===== config.mk =====
export PLATFORM = sky130hd
export DESIGN_NAME = ped_request_arbiter
export DESIGN_NICKNAME = d
export VERILOG_FILES = /design/src/rtl/ped_request_arbiter.sv
export SDC_FILE = /design/constraint.sdc
export NUM_CORES = 1
export LEC_CHECK = 0
export ABC_AREA = 1
export CELL_PAD_IN_SITES_DETAIL_PLACEMENT = 2
export CELL_PAD_IN_SITES_GLOBAL_PLACEMENT = 2
export CORE_AREA = 2 2 95 97
export DETAILED_ROUTE_END_ITERATION = 8
export DIE_AREA = 0 0 97 99
export PLACE_DENSITY = 0.84
export SYNTH_ARGS = -nofsm -noshare
export SYNTH_HDL_FRONTEND = slang
export SYNTH_SLANG_ARGS = --single-unit

===== constraint.sdc =====
create_clock -name clk -period 1.9 [get_ports clk]
set_input_delay 0.475 -clock clk [delete_from_list [all_inputs] [get_ports clk]]
set_output_delay 0.475 -clock clk [all_outputs]
set_load 0.02 [all_outputs]

===== src/rtl/ped_request_arbiter.sv =====
// ped_request_arbiter: debounced pedestrian button capture with round-robin grant/ack/timeout arbitration.
// Optional build macro PED_PRIORITY_MAIN_EN: when defined, pending north/south requests are
// arbitrated ahead of east/west; when undefined, all four directions share one round-robin.
module ped_request_arbiter #(
  parameter int DEBOUNCE_CYCLES = 4,
  parameter int TIMEOUT_CYCLES  = 64
) (
  input  logic       clk,
  input  logic       rst_a,
  input  logic [3:0] push,
  input  logic [3:0] walk_ack,
  output logic [3:0] pending,
  output logic [3:0] grant,
  output logic       enable_P,
  output logic       timeout_err
);
  typedef enum logic [1:0] {IDLE, REQ, WALK} state_t;
  state_t          state_q, state_d;
  logic [3:0]      sync1_q, sync2_q;
  logic [3:0][3:0] cnt_q, cnt_d;
  logic [3:0]      db, db_q, press;
  logic [3:0]      pending_q, pending_d, clr;
  logic [3:0]      grant_q, grant_d, ack_q, cand;
  logic [1:0]      rr_ptr_q, rr_ptr_d, g_q, g_d, sel;
  logic [7:0]      wait_q, wait_d;
  logic            enable_q, timeout_q, timeout_d;
  // Debounce: count synchronised-high cycles, saturate at the threshold, clear on any low
  always_comb begin
    cnt_d = cnt_q;
    db    = '0;
    for (int i = 0; i < 4; i++) begin
      db[i]    = sync2_q[i] && (cnt_q[i] == 4'(DEBOUNCE_CYCLES));
      cnt_d[i] = !sync2_q[i] ? 4'd0 : (cnt_q[i] == 4'(DEBOUNCE_CYCLES)) ? cnt_q[i] : cnt_q[i] + 4'd1;
    end
  end
  assign press = db & ~db_q;
  // Candidate set for arbitration; main-street requests may shadow the cross street
  always_comb begin
`ifdef PED_PRIORITY_MAIN_EN
    cand = |pending_q[1:0] ? {2'b00, pending_q[1:0]} : pending_q;
`else
    cand = pending_q;
`endif
  end
  // Round-robin pick: first candidate at or after rr_ptr, scanning upward with 2-bit wrap
  always_comb begin
    sel = rr_ptr_q;
    for (int k = 3; k >= 0; k--)
      if (cand[rr_ptr_q + 2'(k)]) sel = rr_ptr_q + 2'(k);
  end
  // Grant FSM next state: IDLE picks, REQ waits for ack or times out, WALK waits for ack fall
  always_comb begin
    state_d   = state_q;
    grant_d   = grant_q;
    g_d       = g_q;
    rr_ptr_d  = rr_ptr_q;
    wait_d    = wait_q;
    timeout_d = 1'b0;
    clr       = '0;
    case (state_q)
      IDLE: begin
        grant_d = '0;
        if (|cand) begin
          grant_d = 4'b0001 << sel;
          g_d     = sel;
          wait_d  = '0;
          state_d = REQ;
        end
      end
      REQ: begin
        wait_d = wait_q + 8'd1;
        if (walk_ack[g_q]) state_d = WALK;
        else if (wait_q == 8'(TIMEOUT_CYCLES - 1)) begin
          timeout_d = 1'b1;
          grant_d   = '0;
          rr_ptr_d  = g_q + 2'd1;
          state_d   = IDLE;
        end
      end
      WALK: begin
        if (ack_q[g_q] && !walk_ack[g_q]) begin
          clr      = 4'b0001 << g_q;
          grant_d  = '0;
          rr_ptr_d = g_q + 2'd1;
          state_d  = IDLE;
        end
      end
      default: state_d = IDLE;
    endcase
  end
  // A press is absorbed when that direction's walk is already active; completion clear wins
  assign pending_d = (pending_q | (press & ~walk_ack)) & ~clr;
  // State registers; the asynchronous reset drops every request and grant at once
  always_ff @(posedge clk or posedge rst_a) begin
    if (rst_a) begin
      state_q   <= IDLE;
      sync1_q   <= '0;
      sync2_q   <= '0;
      cnt_q     <= '0;
      db_q      <= '0;
      pending_q <= '0;
      grant_q   <= '0;
      ack_q     <= '0;
      rr_ptr_q  <= '0;
      g_q       <= '0;
      wait_q    <= '0;
      enable_q  <= 1'b0;
      timeout_q <= 1'b0;
    end else begin
      state_q   <= state_d;
      sync1_q   <= push;
      sync2_q   <= sync1_q;
      cnt_q     <= cnt_d;
      db_q      <= db;
      pending_q <= pending_d;
      grant_q   <= grant_d;
      ack_q     <= walk_ack;
      rr_ptr_q  <= rr_ptr_d;
      g_q       <= g_d;
      wait_q    <= wait_d;
      enable_q  <= |grant_d;
      timeout_q <= timeout_d;
    end
  end
  assign pending     = pending_q;
  assign grant       = grant_q;
  assign enable_P    = enable_q;
  assign timeout_err = timeout_q;
endmodule


### After elaboration in Yosys (flattened, before gate mapping)

Index checks and enable logic that the tools add are counted.
W data, S select, Z words.

| storage, ports and cells | value |
|---|---|
| flip-flop bits (word level) | 56 |
| logic and storage cells | 115 |

| cells by class | value |
|---|---|
| shift-type cells | 2 |
| reductions and logical operators | 15 |
| bitwise gates (word level) | 7 |
| magnitude comparators | 5 |
| $add $sub $neg | 9 |
| eq/ne operators | 16 |
| muxes and demuxes | 45 |

Operators by type and width:

| kind | count |
|---|---|
| $mux W4 | 14 |
| $mux W2 | 11 |
| $add A4 B1 Y4 const B | 4 |
| $eq A4 B3 Y1 const B | 4 |
| $ne A2 B2 Y1 const B | 8 |
| $pmux W8 S2 | 1 |
| $lt A2 B3 Y1 const B | 5 |
| $and A4 B4 Y4 | 3 |
| $bmux W1 S2 | 6 |
| $not A4 Y4 | 3 |
| $pmux W4 S3 | 1 |
| $mux W1 | 9 |
| $add A8 B1 Y8 const B | 1 |
| $eq A8 B6 Y1 const B | 1 |
| $mux W8 | 1 |
| $reduce_or A4 Y1 | 2 |
| $shl A1 B2 Y4 const A | 2 |
| $pmux W2 S3 | 1 |
| $logic_and A1 B1 Y1 | 5 |
| $add A2 B1 Y2 const B | 2 |
| $add A2 B2 Y2 const B | 2 |
| $or A4 B4 Y4 | 1 |
| $pmux W2 S2 | 1 |
| $reduce_and A2 Y1 | 2 |
| 8 further kinds | 9 |

### Depth between registers and ports, before layout

| logic depth | value |
|---|---|
| word-level depth | 11 |
| gate-level depth with buffers | 15 |

### Worst setup path before layout

Ideal clock, no wire load.

| path | value |
|---|---|
| path type | register to register |
| from | reg wait_q[0] |
| to | reg enable_q, in the netlist enable_P |
| stages on the path, launching flop included | 12 |
| path buffers | 0 |
| setup time | 0.119 ns |
| arrival time | 1.395 ns |
| path slack | 0.387 ns |
| period minus slack after synthesis | 1.513 ns |
| path through | dfrtp_1 -> ha_1 -> nand3_2 -> nor2_2 -> and3_1 -> nand3_1 -> nand2_1 -> nand2_1 -> nand2_1 -> nand2_2 -> nor2_1 -> nand2_1 |

| between the ends | value |
|---|---|
| word-level cells in the longest chain between the ends | 5 |

RTL lines:

| what | line | source |
|---|---|---|
| from (decl) | 25 | `logic [7:0] wait_q, wait_d;` |
| from (signal assigned) | 120 | `wait_q <= wait_d;` |
| $eq A8 B6 Y1 | 73 | `else if (wait_q == 8'(TIMEOUT_CYCLES - 1)) begin` |
| $mux W4 | 73 |  |
| $mux W4 | 72 | `if (walk_ack[g_q]) state_d = WALK;` |
| $pmux W4 S3 | 60 | `case (state_q)` |
| net grant_d[3] | 23 | `logic [3:0] grant_q, grant_d, ack_q, cand;` |
| $reduce_or A4 Y1 | 121 | `enable_q <= \|grant_d;` |
| to (signal assigned) | 121 |  |
| to (decl) | 26 | `logic enable_q, timeout_q, timeout_d;` |

The timed path passes the listed nets, and every way through them passes these cells.
A chain may end at the register's enable or synchronous reset.

### Worst setup path after layout

| path | value |
|---|---|
| from | reg grant_q[1], in the netlist grant[1] |
| to | out grant[1] |

RTL lines:

| what | line | source |
|---|---|---|
| from (decl) | 23 |  |
| from (signal assigned) | 116 | `grant_q <= grant_d;` |
| to (decl) | 13 | `output logic [3:0] grant,` |

No word-level cell between the ends.

==> flow_metrics.env <==
export IMPL_ioPinCount=20
export IMPL_die_w_um=97
export IMPL_drt_iter0_drc=50
export IMPL_p_leak_nw=1.60
export IMPL_path_cells="clkdlybuf4s50_1"
export IMPL_finalCritPeriodShare_pct=93.3
export IMPL_synth_area_um2=2700
export IMPL_nets=363
export IMPL_finClkSkew_ns=0.0122
export IMPL_routed_via_density=4.78
export IMPL_design_area_um2=3220
export IMPL_outcome="complete, no violations"
export IMPL_area_growth_syn_to_layout_pct=19.1
export IMPL_grt_max_degree=57
export IMPL_via_count=2146
export IMPL_dp_cells=438
export IMPL_cts_sinks=56
export IMPL_drtPass1Iterations=4
export IMPL_core_um2=8550
export IMPL_required_ns=1.42
export IMPL_synth_compound_area_share_pct=8.24
export IMPL_antenna_found_initial=0
export IMPL_antenna_left=0
export IMPL_avgRoutedWirePerCell_um=14.8
export IMPL_ys_seq_elements=56
export IMPL_diodes=0
export IMPL_finalNonFillerCells=449
export IMPL_drive_gt1_share_pct=17.6
export IMPL_synth_distinct_cells=31
export IMPL_synth_adder_area_share_pct=6.02
export IMPL_fp_dieH_um=99
export IMPL_worst_slack_ns=0.127
export IMPL_worst_slew_pin_slew_ns=0.597
export IMPL_fmax_ghz=0.564
export IMPL_die_area_um2=9600
export IMPL_slowest_delay_ns=0.62
export IMPL_detailedPlace_worstSlack_ns=-0.139
export IMPL_cts_max_level=2
export IMPL_cts_buffers=5
export IMPL_finalCriticalPeriod_ns=1.77
export IMPL_hold_ws_ns=0.360
export IMPL_tritoncts="built"
export IMPL_maxCapViolCount=0
export IMPL_drc=0
export IMPL_vdd_drop_max_mv=0.333
export IMPL_cts_root_buf="clkbuf_8"
export IMPL_grt_overflow=0
export IMPL_power_per_cell_area_nw_per_um2=1390
export IMPL_cp_max_fo=2
export IMPL_fin_total_pwr_mw=4.46
export IMPL_maxSlewHeadroom_pct=60.0
export IMPL_yosysWarnings=0
export IMPL_grt_pass1_wl_um=11400
export IMPL_post_dp_cell_area_um2=3090
export IMPL_initial_core_util_pct=31.6
export IMPL_rsz0062_at_grt="false"
export IMPL_worst_setup_path_type="reg2out"
export IMPL_gp_congestion=0.733
export IMPL_wl_um=6640
export IMPL_numPortBuffers=19
export IMPL_setup_viol=0
export IMPL_grt_pass1_vias=2415
export IMPL_arrival_ns=1.30
export IMPL_critPathCaptureType="output pin"
export IMPL_netlist_instances=304
export IMPL_finalHoldViolCount=0
export IMPL_cts_max_path_buffers=2
export IMPL_grt_usage_pct=14.6
export IMPL_hold_class="reg2reg"
export IMPL_synth_mux_area_share_pct=0
export IMPL_startpoint_type="flip-flop"
export IMPL_synthesis_nets=327
export IMPL_critPathBufInv=1
export IMPL_core_rowCount=34
export IMPL_syn_avg_cell_area_um2=8.89
export IMPL_clk_latency_ns=0.32
export IMPL_utilization_pct=37.7
export IMPL_dp_hpwl_um=5000
export IMPL_drv_slew=0
export IMPL_clkTransAtPathRegs_ns=0.11
export IMPL_path_delay_family="buffers and inverters"
export IMPL_cp_slowest_cell="clkdlybuf4s50_1"
export IMPL_synthSimpleGateAreaFrac_pct=25.2
export IMPL_cts_hold_buffers=0
export IMPL_seq_area_frac_synth_pct=51.9
export IMPL_synthXorXnorAreaFrac_pct=1.30
export IMPL_synth_top_family_by_area="simple AND/OR/NAND/NOR gates"
export IMPL_fin_tns_setup_ns=0
## worst reg2reg max path, delay by kind of cell (launching register included)
family | cells | cell delay (ns)
simple gates | 12 | 0.90
flops | 1 | 0.53
buf+inv | 2 | 0.18
## power by group
part / internal [mW] / total [mW] / switching [mW] / leakage (nW)
Combinational: 0.755 / 2.03 / 1.28 / 0.842
Sequential: 1.43 / 1.73 / 0.296 / 0.712
Clock: 0.270 / 0.701 / 0.431 / 0.0452
## cells in the final DEF, fill, tap and decap left out, drive strengths merged
cell           instances
nand2                 84
dfrtp                 56
inv                   50
nand3                 25
o21ai                 23
nor2                  17
clkdlybuf4s50         15
ha                    13
buf                   11
nor3                   7
nand4                  6
o22ai                  5
clkbuf                 5
a21oi                  4
xor2                   3
dlygate4sd2            3
a31oi                  2
or2                    2
o31ai                  2
nor4                   1
o32ai                  1
and3                   1
o21a                   1
a22o                   1
xnor2                  1
clkinvlp               1
dlymetal6s2s           1
## timing repair
action,CTS,global route
setup endpoints to repair,3,3
hold endpoints to repair,0,0
buffers inserted,0,3
gates resized for setup,3,7
## path summary, 6_finish.rpt
kind	startpoint	to	slack [ns]	cells past startpoint
worst min-delay path	sync1_q[0]	sync2_q[0]	0.36	0
worst min register to register	sync1_q[0]	sync2_q[0]	0.36	0
min in group asynchronous	rst_a	cnt_q[0]	0.50	3
worst max register to register	rr_ptr_q[0]	enable_P	0.18	14
worst max-delay path	grant[1]	grant[1]	0.13	1
max in group asynchronous	rst_a	g_q[0]	1.11	3
## metal layers
| layer | track usage [%] | up-vias | wire length [um] |
|---|---|---|---|
| li1 | - | 1052 | - |
| met1 | 17.2 | 1071 | 2800 |
| met2 | 27.6 | 16 | 3640 |
| met3 | 2.34 | 7 | 116 |
| met4 | 3.90 | 0 | 86 |
| met5 | 0 | - | 0 |
## synthesized netlist by cell type
| cell | instances | area share (%) |
|---|---|---|
| a21oi_1 | 4 | 0.74 |
| a22o_1 | 1 | 0.32 |
| a31oi_1 | 2 | 0.46 |
| and3_1 | 1 | 0.23 |
| buf_6 | 1 | 0.42 |
| dfrtp_1 | 56 | 52 |
| ha_1 | 13 | 6.0 |
| inv_1 | 44 | 6.1 |
| inv_2 | 3 | 0.42 |
| inv_8 | 1 | 0.42 |
| nand2_1 | 61 | 8.5 |
| nand2_2 | 22 | 5.1 |
| nand2_4 | 1 | 0.42 |
| nand3_1 | 23 | 4.3 |
| nand3_2 | 2 | 0.74 |
| nand4_1 | 6 | 1.4 |
| nor2_1 | 16 | 2.2 |
| nor2_2 | 1 | 0.23 |
| nor3_1 | 6 | 1.1 |
| nor3_2 | 1 | 0.37 |
| nor4_1 | 1 | 0.23 |
| o21a_1 | 1 | 0.28 |
| o21ai_0 | 18 | 3.3 |
| o21ai_1 | 4 | 0.74 |
| o21ai_2 | 1 | 0.32 |
| o22ai_1 | 5 | 1.2 |
| o31ai_1 | 2 | 0.56 |
| o32ai_1 | 1 | 0.32 |
| or2_2 | 2 | 0.46 |
| xnor2_1 | 1 | 0.32 |
| xor2_1 | 3 | 0.97 |
## cell families (layout without fill, tap and decap cells)
logic type	count (synthesis)	count (layout)
buffers and inverters	49	86
AOI/OAI and AO/OA	39	39
and+or+nand+nor	143	143
xor gates and xnor gates	4	4
DFF	56	56
adders and majority gates	13	13
## state kept, by name, indices dropped and copies added, names as in the netlist, 4 cells and up
signal	flops
cnt_q	16
pending	4
sync1_q	4
sync2_q	4
wait_q	8
db_q	4
ack_q	4
grant	4
## layout make-up
class | instances | area, um^2
repair buffers | 30 | 284
clock buffers | 5 | 68.8
well taps | 108 | 135
clock inverters | 3 | 25.0
inverters | 48 | 188
fillers | 941 | 5330
flip-flops and latches | 56 | 1400
multi-input cells | 199 | 1110
Note: power is estimated with default switching activity, not from simulation.
